File: src/rtl/obstacle_scheduler_if.sv
// obstacle_scheduler_if : handshake/bus bundle between the game FSM (master)
// and the obstacle scheduler (slave).
//   start           master->slave  1-cycle begin/restart pulse
//   pause           master->slave  stall RUN (only when PAUSE_EN is defined)
//   player_pos      master->slave  one-hot player column on bottom row
//   bottom_row      master->slave  registered bottom row of the board
//   update_obstacle slave->master  1-cycle shift/load pulse
//   row_data        slave->master  row inserted at top on update_obstacle
//   board_clear     slave->master  1-cycle board wipe
//   game_Over       slave->master  held game-over flag
//   level / score   slave->master  display counters
interface obstacle_scheduler_if #(
  parameter int board_width = 9
) ();
  logic                   start;
`ifdef PAUSE_EN
  logic                   pause;
`endif
  logic [board_width-1:0] player_pos;
  logic [board_width-1:0] bottom_row;
  logic                   update_obstacle;
  logic [board_width-1:0] row_data;
  logic                   board_clear;
  logic                   game_Over;
  logic [3:0]             level;
  logic [15:0]            score;

  modport master (
`ifdef PAUSE_EN
    output pause,
`endif
    output start, player_pos, bottom_row,
    input  update_obstacle, row_data, board_clear, game_Over, level, score
  );

  modport slave (
`ifdef PAUSE_EN
    input  pause,
`endif
    input  start, player_pos, bottom_row,
    output update_obstacle, row_data, board_clear, game_Over, level, score
  );
endinterface

File: src/rtl/obstacle_scheduler.sv
// obstacle_scheduler : paces board shifts from a programmable tick, generates
// always-passable top rows from a 16-bit Galois LFSR, detects player/obstacle
// collision on the bottom row and speeds play up by level.
// Ports:
//   clk    system clock (posedge)
//   reset  asynchronous, active-low
//   bus    obstacle_scheduler_if.slave (start/pause/player_pos/bottom_row in;
//          update_obstacle/row_data/board_clear/game_Over/level/score out)
// Config macro: PAUSE_EN adds bus.pause; when undefined RUN never stalls.
module obstacle_scheduler #(
  parameter int board_width    = 9,
  parameter int board_height   = 16,
  parameter int tick_width     = 26,
  parameter int init_period    = 25000000,
  parameter int min_period     = 5000000,
  parameter int period_step    = 2500000,
  parameter int rows_per_level = 16
) (
  input logic                  clk,
  input logic                  reset,
  obstacle_scheduler_if.slave  bus
);

  localparam logic [tick_width-1:0] INIT_P   = tick_width'(init_period);
  localparam logic [tick_width-1:0] TICK0    = tick_width'(init_period - 1);
  localparam logic [tick_width-1:0] MIN_P    = tick_width'(min_period);
  localparam logic [tick_width:0]   STEP_P   = (tick_width+1)'(period_step);
  localparam logic [tick_width-1:0] T_ONE    = tick_width'(1);
  localparam logic [15:0]           RPL_LAST = 16'(rows_per_level - 1);
  // Rows come from a 16-bit LFSR and the board needs a real bottom row;
  // an unsupported geometry simply never leaves IDLE.
  localparam bit CFG_OK = (board_height >= 2) && (board_width <= 16);

  typedef enum logic [1:0] {IDLE, RUN, OVER} state_t;

  state_t                 state_q, state_d;
  logic [tick_width-1:0]  tick_q, tick_d, period_q, period_d;
  logic [15:0]            lfsr_q, lfsr_d;
  logic                   gap_q, gap_d;
  logic [board_width-1:0] row_q, row_d;
  logic [15:0]            rcnt_q, rcnt_d;
  logic [3:0]             level_q, level_d;
  logic [15:0]            score_q, score_d;
  logic                   over_q, over_d;
  logic                   upd_q, upd_d;

  logic                   pause_w;
  logic                   start_acc, hit;
  logic [15:0]            lfsr_nxt;
  logic [board_width-1:0] row_cand;
  int                     clr_idx;
  logic [tick_width:0]    per_diff;
  logic [tick_width-1:0]  per_dec;

`ifdef PAUSE_EN
  assign pause_w = bus.pause;
`else
  assign pause_w = 1'b0;
`endif

  assign start_acc = bus.start && (state_q != RUN) && CFG_OK;
  assign hit       = |(bus.bottom_row & bus.player_pos);

  // Galois, taps 16,14,13,11 -> mask 0xB400 on a right shift
  assign lfsr_nxt = {1'b0, lfsr_q[15:1]} ^ (lfsr_q[0] ? 16'hB400 : 16'h0000);

  // Wide subtraction so a large step can't wrap below the floor
  assign per_diff = {1'b0, period_q} - STEP_P;
  assign per_dec  = (per_diff[tick_width] || (per_diff[tick_width-1:0] < MIN_P))
                    ? MIN_P : per_diff[tick_width-1:0];

  // Obstacle rows alternate with empty rows; a full row gets one hole punched
  always_comb begin
    row_cand = gap_q ? '0 : lfsr_q[board_width-1:0];
    clr_idx  = int'(lfsr_q[3:0]) % board_width;
    if (&row_cand)
      for (int i = 0; i < board_width; i++)
        if (i == clr_idx) row_cand[i] = 1'b0;
  end

  always_comb begin
    state_d  = state_q;
    tick_d   = tick_q;
    period_d = period_q;
    lfsr_d   = lfsr_q;
    gap_d    = gap_q;
    row_d    = row_q;
    rcnt_d   = rcnt_q;
    level_d  = level_q;
    score_d  = score_q;
    over_d   = over_q;
    upd_d    = 1'b0;

    unique case (state_q)
      IDLE:    if (start_acc) state_d = RUN;
      RUN:     if (hit)       state_d = OVER;
      OVER:    if (start_acc) state_d = RUN;
      default: state_d = IDLE;
    endcase

    if (start_acc) begin
      level_d  = '0;
      score_d  = '0;
      gap_d    = 1'b0;
      rcnt_d   = '0;
      period_d = INIT_P;
      tick_d   = TICK0;
      over_d   = 1'b0;
    end else if (state_q == RUN) begin
      // collision beats a same-cycle tick expiry
      if (hit) begin
        over_d = 1'b1;
      end else if (!pause_w) begin
        if (tick_q == '0) begin
          upd_d  = 1'b1;
          row_d  = row_cand;
          lfsr_d = lfsr_nxt;
          gap_d  = ~gap_q;
          tick_d = period_q - T_ONE;   // reload uses the pre-speed-up period
          if (score_q != 16'hFFFF) score_d = score_q + 16'd1;
          if (rcnt_q == RPL_LAST) begin
            rcnt_d   = '0;
            period_d = per_dec;
            if (level_q != 4'hF) level_d = level_q + 4'd1;
          end else begin
            rcnt_d = rcnt_q + 16'd1;
          end
        end else begin
          tick_d = tick_q - T_ONE;
        end
      end
    end
  end

  always_ff @(posedge clk or negedge reset) begin
    if (!reset) begin
      state_q  <= IDLE;
      tick_q   <= TICK0;
      period_q <= INIT_P;
      lfsr_q   <= 16'hACE1;
      gap_q    <= 1'b0;
      row_q    <= '0;
      rcnt_q   <= '0;
      level_q  <= '0;
      score_q  <= '0;
      over_q   <= 1'b0;
      upd_q    <= 1'b0;
    end else begin
      state_q  <= state_d;
      tick_q   <= tick_d;
      period_q <= period_d;
      lfsr_q   <= lfsr_d;
      gap_q    <= gap_d;
      row_q    <= row_d;
      rcnt_q   <= rcnt_d;
      level_q  <= level_d;
      score_q  <= score_d;
      over_q   <= over_d;
      upd_q    <= upd_d;
    end
  end

  // board_clear is combinational so the board wipes in the start cycle itself
  assign bus.board_clear     = start_acc && reset;
  assign bus.update_obstacle = upd_q;
  assign bus.row_data        = row_q;
  assign bus.game_Over       = over_q;
  assign bus.level           = level_q;
  assign bus.score           = score_q;

endmodule

File: src/flat_wrapper.sv
// flat-port wrapper written by rule: the top's interface ports become plain ports
module obstacle_scheduler_flat 
#(
  parameter int board_width    = 9,
  parameter int board_height   = 16,
  parameter int tick_width     = 26,
  parameter int init_period    = 25000000,
  parameter int min_period     = 5000000,
  parameter int period_step    = 2500000,
  parameter int rows_per_level = 16
)
  (clk, reset, bus_start, bus_player_pos, bus_bottom_row, bus_update_obstacle, bus_row_data, bus_board_clear, bus_game_Over, bus_level, bus_score);
  obstacle_scheduler_if #(.board_width(board_width)) bus_i ();
  input logic clk;
  input logic reset;
  input wire logic [$bits(bus_i.start)-1:0] bus_start;
  input wire logic [$bits(bus_i.player_pos)-1:0] bus_player_pos;
  input wire logic [$bits(bus_i.bottom_row)-1:0] bus_bottom_row;
  output wire logic [$bits(bus_i.update_obstacle)-1:0] bus_update_obstacle;
  output wire logic [$bits(bus_i.row_data)-1:0] bus_row_data;
  output wire logic [$bits(bus_i.board_clear)-1:0] bus_board_clear;
  output wire logic [$bits(bus_i.game_Over)-1:0] bus_game_Over;
  output wire logic [$bits(bus_i.level)-1:0] bus_level;
  output wire logic [$bits(bus_i.score)-1:0] bus_score;
  assign bus_i.start = bus_start;
  assign bus_i.player_pos = bus_player_pos;
  assign bus_i.bottom_row = bus_bottom_row;
  assign bus_update_obstacle = bus_i.update_obstacle;
  assign bus_row_data = bus_i.row_data;
  assign bus_board_clear = bus_i.board_clear;
  assign bus_game_Over = bus_i.game_Over;
  assign bus_level = bus_i.level;
  assign bus_score = bus_i.score;
  obstacle_scheduler #(.board_width(board_width), .board_height(board_height), .tick_width(tick_width), .init_period(init_period), .min_period(min_period), .period_step(period_step), .rows_per_level(rows_per_level)) u_core (.clk(clk), .reset(reset), .bus(bus_i));
endmodule
File: config.mk
export PLATFORM = sky130hd
export DESIGN_NAME = obstacle_scheduler_flat
export DESIGN_NICKNAME = d
export VERILOG_FILES = /design/src/rtl/obstacle_scheduler_if.sv /design/src/rtl/obstacle_scheduler.sv /design/src/flat_wrapper.sv
export SDC_FILE = /design/constraint.sdc
export NUM_CORES = 1
export LEC_CHECK = 0
export BUFFER_PORTS_ARGS = -buffer_cell sky130_fd_sc_hd__buf_2
export CAP_MARGIN = 10
export CORE_MARGIN = 10
export CORE_UTILIZATION = 26
export DETAILED_ROUTE_END_ITERATION = 6
export GPL_ROUTABILITY_DRIVEN = 0
export PLACE_DENSITY = 0.52
export REMOVE_ABC_BUFFERS = 1
export SLEW_MARGIN = 40
export SYNTH_ARGS = -nofsm -noshare
export SYNTH_HDL_FRONTEND = slang
export SYNTH_SLANG_ARGS = --single-unit
File: constraint.sdc
create_clock -name clk -period 5.3 [get_ports clk]
set_input_delay 0.53 -clock clk [delete_from_list [all_inputs] [get_ports clk]]
set_output_delay 0.53 -clock clk [all_outputs]
set_load 0.02 [all_outputs]
== Word level (Yosys, flattened, before mapping) ==
Cells that the tools add are included.

* Flip-flop bits (word level): 118
* Input bits: 21
* Output and inout bits: 32

* Add/subtract/negate cells: 6
* Div/mod/pow operators: 1
* $lt $le $gt $ge: 1
* Eq/ne operators: 17
* Mux-type cells: 52
* Bitwise operators: 5
* Reduce and logical (&&, ||, !) cells: 23

{| class="wikitable"
|+ Operators with widths
! operator !! number
|-
| $mux 26 || 10
|-
| $mux 16 || 11
|-
| $eq 4x32->1 const A || 4
|-
| $eq 3x32->1 const A || 2
|-
| $sub 26x1->26 const B || 2
|-
| $add 16x1->16 const B || 2
|-
| $eq 2x32->1 const A || 1
|-
| $eq 5x32->1 const A || 1
|-
| $logic_not 32->1 || 1
|-
| $mod 5x5->32 const B || 1
|-
| $sub 26x22->27 const B || 1
|-
| $logic_not 26->1 || 1
|-
| $lt 26x23->1 const B || 1
|-
| $mux 4 || 6
|-
| $mux 1 || 20
|-
| $mux 9 || 2
|-
| $eq 16x4->1 const B || 1
|-
| $ne 16x16->1 const B || 1
|-
| $xor 15x16->16 || 1
|-
| $reduce_and 4->1 || 3
|-
| $reduce_bool 2->1 || 6
|-
| $and 9x9->9 || 1
|-
| $reduce_and 9->1 || 1
|-
| $reduce_or 9->1 || 1
|-
| other kinds (15) || 24
|}

== Logic depth before layout (Yosys ltp) ==
Gate-level depths: netlist (run 1).

* Word-level depth: 9
* Gate-level depth with buffers: 13
* Mapped depth without buffers: 10

== Worst setup path before layout (run 1) ==
Ideal clock, no wire load.

* Path kind: register to register
* Start: reg u_core.period_q[5]
* End: reg u_core.period_q[7]
* Arrival: 2.764 ns
* Data required time: 5.174 ns
* Slack: 2.410 ns
* Stages on the path, launching flop included: 13
* Path buffers: 2
* Cells stage by stage: dfrtp_1 > clkbuf_1 > inv_1 > ha_1 > and4b_1 > a2111o_1 > a31oi_4 > or3b_2 > a22o_1 > nor3b_2 > buf_4 > nor2_2 > a221o_1

* Cells in the longest elaborated chain, start to end: 9

{| class="wikitable"
|+ RTL lines
! element !! line !! RTL
|-
| start, declared || obstacle_scheduler.sv:37 || <nowiki>logic [tick_width-1:0] tick_q, tick_d, period_q, period_d;</nowiki>
|-
| start signal, assigned || obstacle_scheduler.sv:151 || <nowiki>period_q <= period_d;</nowiki>
|-
| $sub 26x22->27 * || obstacle_scheduler.sv:68 || <nowiki>assign per_diff = {1'b0, period_q} - STEP_P;</nowiki>
|-
| $lt 26x23->1 || obstacle_scheduler.sv:69 || <nowiki>assign per_dec = (per_diff[tick_width] || (per_diff[tick_width-1:0] < MIN_P))</nowiki>
|-
| $logic_or 1x1->1 || obstacle_scheduler.sv:69 ||
|-
| $mux 26 * || obstacle_scheduler.sv:70 || <nowiki>? MIN_P : per_diff[tick_width-1:0];</nowiki>
|-
| $mux 26 * || obstacle_scheduler.sv:121 || <nowiki>if (rcnt_q == RPL_LAST) begin</nowiki>
|-
| $mux 26 * || obstacle_scheduler.sv:114 || <nowiki>if (tick_q == '0) begin</nowiki>
|-
| $mux 26 * || obstacle_scheduler.sv:111 || <nowiki>if (hit) begin</nowiki>
|-
| $mux 26 * || obstacle_scheduler.sv:109 || <nowiki>end else if (state_q == RUN) begin</nowiki>
|-
| $mux 26 * || obstacle_scheduler.sv:101 || <nowiki>if (start_acc) begin</nowiki>
|}

Every way passes the cells marked *; elsewhere a longest branch is shown, timed or not. The select of a mux whose other input is x is not followed.
A chain may end at the register's enable or synchronous reset.

== Worst setup path after layout (run 1) ==
* Start: reg u_core.tick_q[7]
* End: reg u_core.period_q[9]

* Cells in the longest elaborated chain, start to end: 3

{| class="wikitable"
|+ RTL lines
! element !! line !! RTL
|-
| start, declared || obstacle_scheduler.sv:37 ||
|-
| start signal, assigned || obstacle_scheduler.sv:150 || <nowiki>tick_q <= tick_d;</nowiki>
|-
| $logic_not 26->1 || obstacle_scheduler.sv:114 ||
|-
| $reduce_bool 2->1 (no source line) || - ||
|-
| $reduce_and 4->1 (no source line) || - ||
|}

No other way between the ends.

==> results of run 1 <==
-- worst max-delay path: cells and delay by family, from the launching register on --
| family | cells | cell delay, ns |
|---|---|---|
| AO/OA/AOI/OAI | 2 | 0.62 |
| flip-flops | 1 | 0.48 |
| AND/OR/NAND/NOR | 5 | 2.26 |
-- power groups by stage --
stage | clock network (mW) | logic, mW | registers [mW]
2_1_floorplan | 0 | 0.0520 | 0.918
3_3_place_gp | 0 | 0.124 | 0.911
3_5_place_dp | 0 | 0.125 | 0.912
4_1_cts | 1.24 | 0.125 | 0.898
5_1_grt | 1.28 | 0.137 | 0.900
6_report | 1.21 | 0.121 | 0.898
-- cell usage in the layout (no fill, tap or decap), types with 6 or more instances in the layout --
cell type  Yosys  layout
a211o_1        8       8
a211oi_1       8       8
a21o_1        13      13
a21oi_1       43      42
a22oi_1        6       6
a31oi_1        9       9
and2_1         8       8
and3_1        13      13
and4_1         7       7
buf_2          7      51
buf_4          2      11
clkbuf_16      0      17
dfrtp_1       76      76
dfstp_2       37      37
ha_1           8       8
inv_1         25      25
mux2i_1        7       7
nand2_1       85      85
nand2b_1       8       8
nand3_1       31      31
nand4_1       15      15
nor2_1        74      73
nor3_1        24      23
nor3b_1        7       7
nor4_1        18      18
o21ai_0       59      59
o31ai_1       15      15
o41ai_1        7       7
or3_1         11      11
xnor2_1       10      10
xor2_1        20      20
-- synthesized netlist by cell type (all sizes together), types with 11 or more instances --
cell    number
nand2       85
dfrtp       76
nor2        76
o21ai       59
a21oi       43
clkbuf      41
dfstp       37
nand3       31
nor3        27
inv         25
xor2        20
nor4        19
nand4       15
o31ai       15
a21o        13
and3        13
or3         13
buf         11
-- worst paths after layout --
| kind | from | to | slack, ns | cells after the start |
|---|---|---|---|---|
| max | u_core.tick_q[7]$_DFFE_PN0P_ | u_core.period_q[9]$_DFFE_PN0P_ | 1.78 | 7 |
| min | reset | u_core.bus.row_data[5]$_DFFE_PN0P_ | 0.01 | 1 |
| max reg2reg | u_core.tick_q[7]$_DFFE_PN0P_ | u_core.period_q[9]$_DFFE_PN0P_ | 1.78 | 7 |
| min reg2reg | u_core.bus.row_data[3]$_DFFE_PN0P_ | u_core.bus.row_data[3]$_DFFE_PN0P_ | 0.46 | 2 |
| max in group asynchronous | reset | u_core.rcnt_q[4]$_DFFE_PN0P_ | 4.32 | 2 |
| min in group clk | bus_start | u_core.state_q[0]$_DFFE_PN0P_ | 0.39 | 3 |
-- final cells by class --
| cell class | count | area (µm²) |
|---|---|---|
| multi-input combinational | 604 | 3745 |
| fill | 2785 | 18050 |
| clock buffer | 22 | 464.2 |
| inverter | 25 | 93.84 |
| clock inverter | 10 | 150.1 |
| tap | 335 | 419.2 |
| sequential | 113 | 2874 |
| timing repair buffer | 62 | 337.8 |
-- state kept, by name, summed over array words and instances, names as in the netlist --
signal,count
u_core.tick_q,26
u_core.bus.update_obstacle,1
u_core.bus.level,4
u_core.period_q,21
u_core.gap_q,1
u_core.state_q,2
u_core.bus.score,16
u_core.lfsr_q,16
u_core.bus.game_Over,1
u_core.bus.row_data,9
u_core.rcnt_q,16
-- layer usage --
metal / track usage [%] / vias to the layer above
met2: 18.45 / 156
met1: 15.30 / 3034
li1: - / 2999
met3: 3.162 / 30
met4: 4.459 / 0
met5: 0 / -
-- kinds of logic after synthesis --
logic type	count (synthesis)	share of synthesized area (%)
AO/OA/AOI/OAI	225	22.62
XOR/XNOR	30	3.797
adder cells (fa/ha/maj)	8	1.446
buffers and inverters	77	4.520
flip-flops	113	41.53
multiplexers	7	1.013
AND/OR/NAND/NOR	334	25.08
==> flow_summary.toml, run 1 <==
[synthesis]
netlist_top_cells_area = "dfrtp_1 (27%), dfstp_2 (14%), nand2_1 (4.6%), o21ai_0 (4.3%), nor2_1 (4.0%)"
synth_cell_type_count = 82
synth_cells = 794
synth_edf_count = 0
synth_top_area_share_pct = 27.48
yosysTopAreaCell = "dfrtp_1"
synth-async-reset-ratio_pct = 100.0
synth_area_um2 = 6920
ys.warnings.count = 0
synth_flop_cell = "dfrtp_1"
synth_area_per_cell_um2 = 8.716
ys_seq_area_share_pct = 41.53
synth_seq_cells = 113

[setup_path]
worstPathCellList = "nor4_1, and4_1, nand3_1, nor3_1, nand2_1, o311ai_0, o31ai_1"
crit_type = "reg -> reg"
worst-path-max-fanout = 20
worstSetupStartpointType = "flip-flop"
cpPeakStageDelay_ns = 0.55
worst_setup_path_end_kind = "flip-flop"
worstPathArrival_ns = 3.80
slowest_stage = "nand2_1"
required_ns = 5.57

[timing]
hold_viol = 0
rsz0062_at_grt = "false"
fin_crit_sh_pct = 66.45
setup_viol = 0
fin_worst_skew_ns = 0.01104
tns_ns = 0
max_freq_mhz = 284.0
relSlewSlack_pct = 49.42
finalCriticalPeriod_ns = 3.522
layout_setup_ws_ns = 1.778
tightest_slew_ns = 0.7568
finalMaxSlewViolations = 0
whs_ns = 0.01056

[power_and_ir_drop]
combPwrFrac_pct = 5.4
p_total_mw = 2.224
irDropWorstVdd_uv = 199.7
power_frac_clock_pct = 54.2
power.internal_mw = 1.688
p_sw_share_pct = 24.09
power.density_nw_per_um2 = 275.1
power_frac_seq_pct = 40.4
power.leakage_nw = 3.348
p_sw_mw = 0.5358

[die]
dieWidth_um = 183.1
die_y_um = 183.1
coreArea_um2 = 26130
initial_core_util_pct = 26.48
io_pins = 53
fp-row-count = 59
die_area_um2 = 33540

[hold_path]
hold_class = "in -> async"

[run_status]
status = "finished, final reports clean"

[clock_tree]
clk_pin_slew_ns = 0.06
cts_max_path_buffers = 2
ctsResizeCount = 0
ctsHoldBuffers = 0
cts_buffers = 17
clkLatencyLatePin_ns = 0.42
cts_tree = "yes"
cts_setup_buffers = 0
cts_root_buffer = "clkbuf_16"
cts_sinks = 113
h-tree-depth = 4

[drt]
dr_wl_met3_um = 990
top_layer_used = "met4"
via_per_inst = 5.311
num_vias = 6219
first_iter_violations = 491
wl_met2_mm = 8.828
wl_met1_mm = 9.373
postRouteAntennaNets = 0
drt_first_pass_iters = 5
post-route-drc-count = 0
drt-total-wl_mm = 19.59
wire_per_inst_um = 16.73

[placement]
post-place-ws_ns = 1.888
port_buffers = 52
hpwl_mm = 13.43
place.detailed.instances = 1139
detailed_place.area_um2 = 7470

[cells_and_area]
finalNonFillerCells = 1171
finalNetCount = 852
fin_area_um2 = 8084
finish.utilization_pct = 30.93
drive_above_1_share_pct = 18.30
diodes = 0
syn_to_final_growth_pct = 16.81

[grt]
grt_overflow = 0
grt_start_max_net_pins = 52
grt_pass1_wl_mm = 32.39
grtUsageTotal_pct = 11.82
antenna_found_initial = 0
grt_pass1_vias = 6134

[flow_run]
max-cap-violations = 0
Power figures use the tool's default switching activity.
==> inputs of run 2 (changes only) <==
--- a/config.mk
+++ b/config.mk
@@ -11,7 +11,7 @@
 export CORE_UTILIZATION = 26
 export DETAILED_ROUTE_END_ITERATION = 6
 export GPL_ROUTABILITY_DRIVEN = 0
-export PLACE_DENSITY = 0.52
+export PLACE_DENSITY = 0.53
 export REMOVE_ABC_BUFFERS = 1
 export SLEW_MARGIN = 40
 export SYNTH_ARGS = -nofsm -noshare
==> constraint.sdc (replaced) <==
create_clock -name clk -period 3 [get_ports clk]
set_input_delay 0.3 -clock clk [delete_from_list [all_inputs] [get_ports clk]]
set_output_delay 0.3 -clock clk [all_outputs]
set_load 0.02 [all_outputs]
==> run 2 against run 1 <==
  * Clock power up 62%
  * Core utilization is 1.7 points higher
  * Sequential share of layout area shrank 1.9 points
  * Register-to-register slack got worse by 1.7 ns
  * Total power increased by 70%
  * Count of clock-buffer cells in the layout down 2
  * Sequential power rose by 77%
  * Clock skew shrank 0.00056 ns
  * First-iteration DRC count shrank 14%
  * Maximum frequency up 20%
  * Critical path type unchanged
  * Largest power group unchanged
==> flow_summary.toml, run 2 (synthesized netlist as in run 1, its figures left out) <==
[setup_path]
reg2reg_depth = 11
required_ns = 3.34
worst_setup_path_end_kind = "flip-flop"
worstPathArrival_ns = 3.27
crit_type = "reg -> reg"
r2r_start = "u_core.period_q[5]$_DFFE_PN0P_"
r2r-end = "u_core.period_q[18]$_DFFE_PN1P_"
cp_common_cell = "buf_4"
reg2reg_slack_ns = 0.06
worstPathCellList = "buf_4, o211a_1, o211a_2, nor2_1, a211oi_1, a211oi_2, nor3b_2, buf_4, a2111oi_0, buf_4, a211oi_2"
cpPeakStageDelay_ns = 0.39
worstSetupStartpointType = "flip-flop"
slowest_stage = "nor2_1"
worst-path-max-fanout = 8

[placement]
post-place-ws_ns = 0.05432
place.detailed.instances = 1196
port_buffers = 52
detailed_place.area_um2 = 7916
hpwl_mm = 14.25

[die]
dieWidth_um = 183.1
die_area_um2 = 33540
fp-row-count = 59
initial_core_util_pct = 26.48
io_pins = 53
coreArea_um2 = 26130
die_y_um = 183.1

[timing]
tns_ns = 0
fin_crit_sh_pct = 97.91
max_freq_mhz = 340.5
setup_viol = 0
relSlewSlack_pct = 51.69
whs_ns = 0.1448
tightest_slew_ns = 0.7219
finalCriticalPeriod_ns = 2.937
layout_setup_ws_ns = 0.06271
hold_viol = 0
finalMaxSlewViolations = 0
rsz0062_at_grt = "true"
fin_worst_skew_ns = 0.01048

[cells_and_area]
finalNonFillerCells = 1231
top_regs = "u_core.tick_q (26), u_core.period_q (21)"
final_cell_mix = "nand2_1 (85), dfrtp_1 (76), nor2_1 (74)"
drive_above_1_share_pct = 24.11
nFillCells = 2771
largest_register_ffs = 26
layout_commonest_cell = "nand2_1"
finalNetCount = 912
diodes = 0
largest_register = "u_core.tick_q"
fin_area_um2 = 8538
syn_to_final_growth_pct = 23.38
ff_latch_area_um2 = 2874
finish.utilization_pct = 32.67
multi_input_area_um2 = 3761

[hold_path]
holdPathStages = 3
hold_class = "in -> reg"
min_to = "u_core.state_q[0]$_DFFE_PN0P_"
min_from = "bus_start"

[power_and_ir_drop]
p_total_mw = 3.780
power.leakage_nw = 3.629
power.density_nw_per_um2 = 442.8
irDropWorstVdd_uv = 282.1

[clock_tree]
clk_pin_slew_ns = 0.06
clkLatencyLatePin_ns = 0.42
cts_max_path_buffers = 2
cts_root_buffer = "clkbuf_16"
cts_buffers = 17
cts_tree = "yes"
cts_sinks = 113
h-tree-depth = 4

[drt]
num_vias = 6360
postRouteAntennaNets = 0
first_iter_violations = 423
post-route-drc-count = 0
via_per_inst = 5.167
wire_per_inst_um = 16.44
drt_first_pass_iters = 5
drt-total-wl_mm = 20.23

[run_status]
status = "finished, final reports clean"

[grt]
grt_pass1_vias = 6319
grt_start_max_net_pins = 54
grt_overflow = 0
antenna_found_initial = 0
grt_pass1_wl_mm = 33.28
grtUsageTotal_pct = 12.23

[flow_run]
max-cap-violations = 0
## run 2: metal layers
layer  track usage (%)  vias to the layer above  share of wire, %  wire (µm)
met1             16.72                     3032                49       9980
met2             18.27                      174                44       8817
li1                  -                     3128                 -          -
met4             4.361                        0               1.7        348
met3             3.083                       26               5.4       1086
met5                 0                        -                 0          0
## run 2: area by class of cell
class / count / area share, %
Timing Repair Buffer: 122 / 9.642
Clock inverter: 12 / 1.290
Sequential cell: 113 / 33.66
Tap cell: 335 / 4.909
Clock buffer: 20 / 5.349
Inverter: 25 / 1.099
Multi-Input combinational cell: 604 / 44.05
## run 2: timing repair
action / CTS / global route
endpoints found under the hold margin: 11 / 0
gates resized for setup: 0 / 8
hold buffers: 1 / 0
buffers inserted: 0 / 2
setup endpoints to repair: 0 / 12
## run 2: worst max path at each step
stage / startpoint / cells after the start / slack [ns] / endpoint
final: u_core.period_q[5]$_DFFE_PN0P_ / 11 / 0.06 / u_core.period_q[18]$_DFFE_PN1P_
after global routing: u_core.period_q[6]$_DFFE_PN1P_ / 12 / -0.01 / u_core.period_q[21]$_DFFE_PN1P_
after CTS: u_core.period_q[6]$_DFFE_PN1P_ / 12 / 0.03 / u_core.period_q[21]$_DFFE_PN1P_
after detailed placement: u_core.period_q[6]$_DFFE_PN1P_ / 12 / 0.05 / u_core.period_q[9]$_DFFE_PN0P_
after global placement: u_core.period_q[6]$_DFFE_PN1P_ / 12 / 0.11 / u_core.period_q[21]$_DFFE_PN1P_
after floorplan: bus_bottom_row[6] / 9 / -1.42 / u_core.period_q[17]$_DFFE_PN0P_
## run 2: critical path, delay by kind of cell (launching register included)
kind                   cells  cell delay, ns
AND/OR/NAND/NOR            2            0.47
flip-flops                 1            0.37
buffers and inverters      3            0.53
AO/OA/AOI/OAI              6            1.48
## run 2: power breakdown
group	total, mW	switching [mW]	internal [mW]
Combinational	0.229	0.154	0.0748
Clock	1.96	0.779	1.19
Sequential	1.59	0.0294	1.56
Total	3.78	0.963	2.82
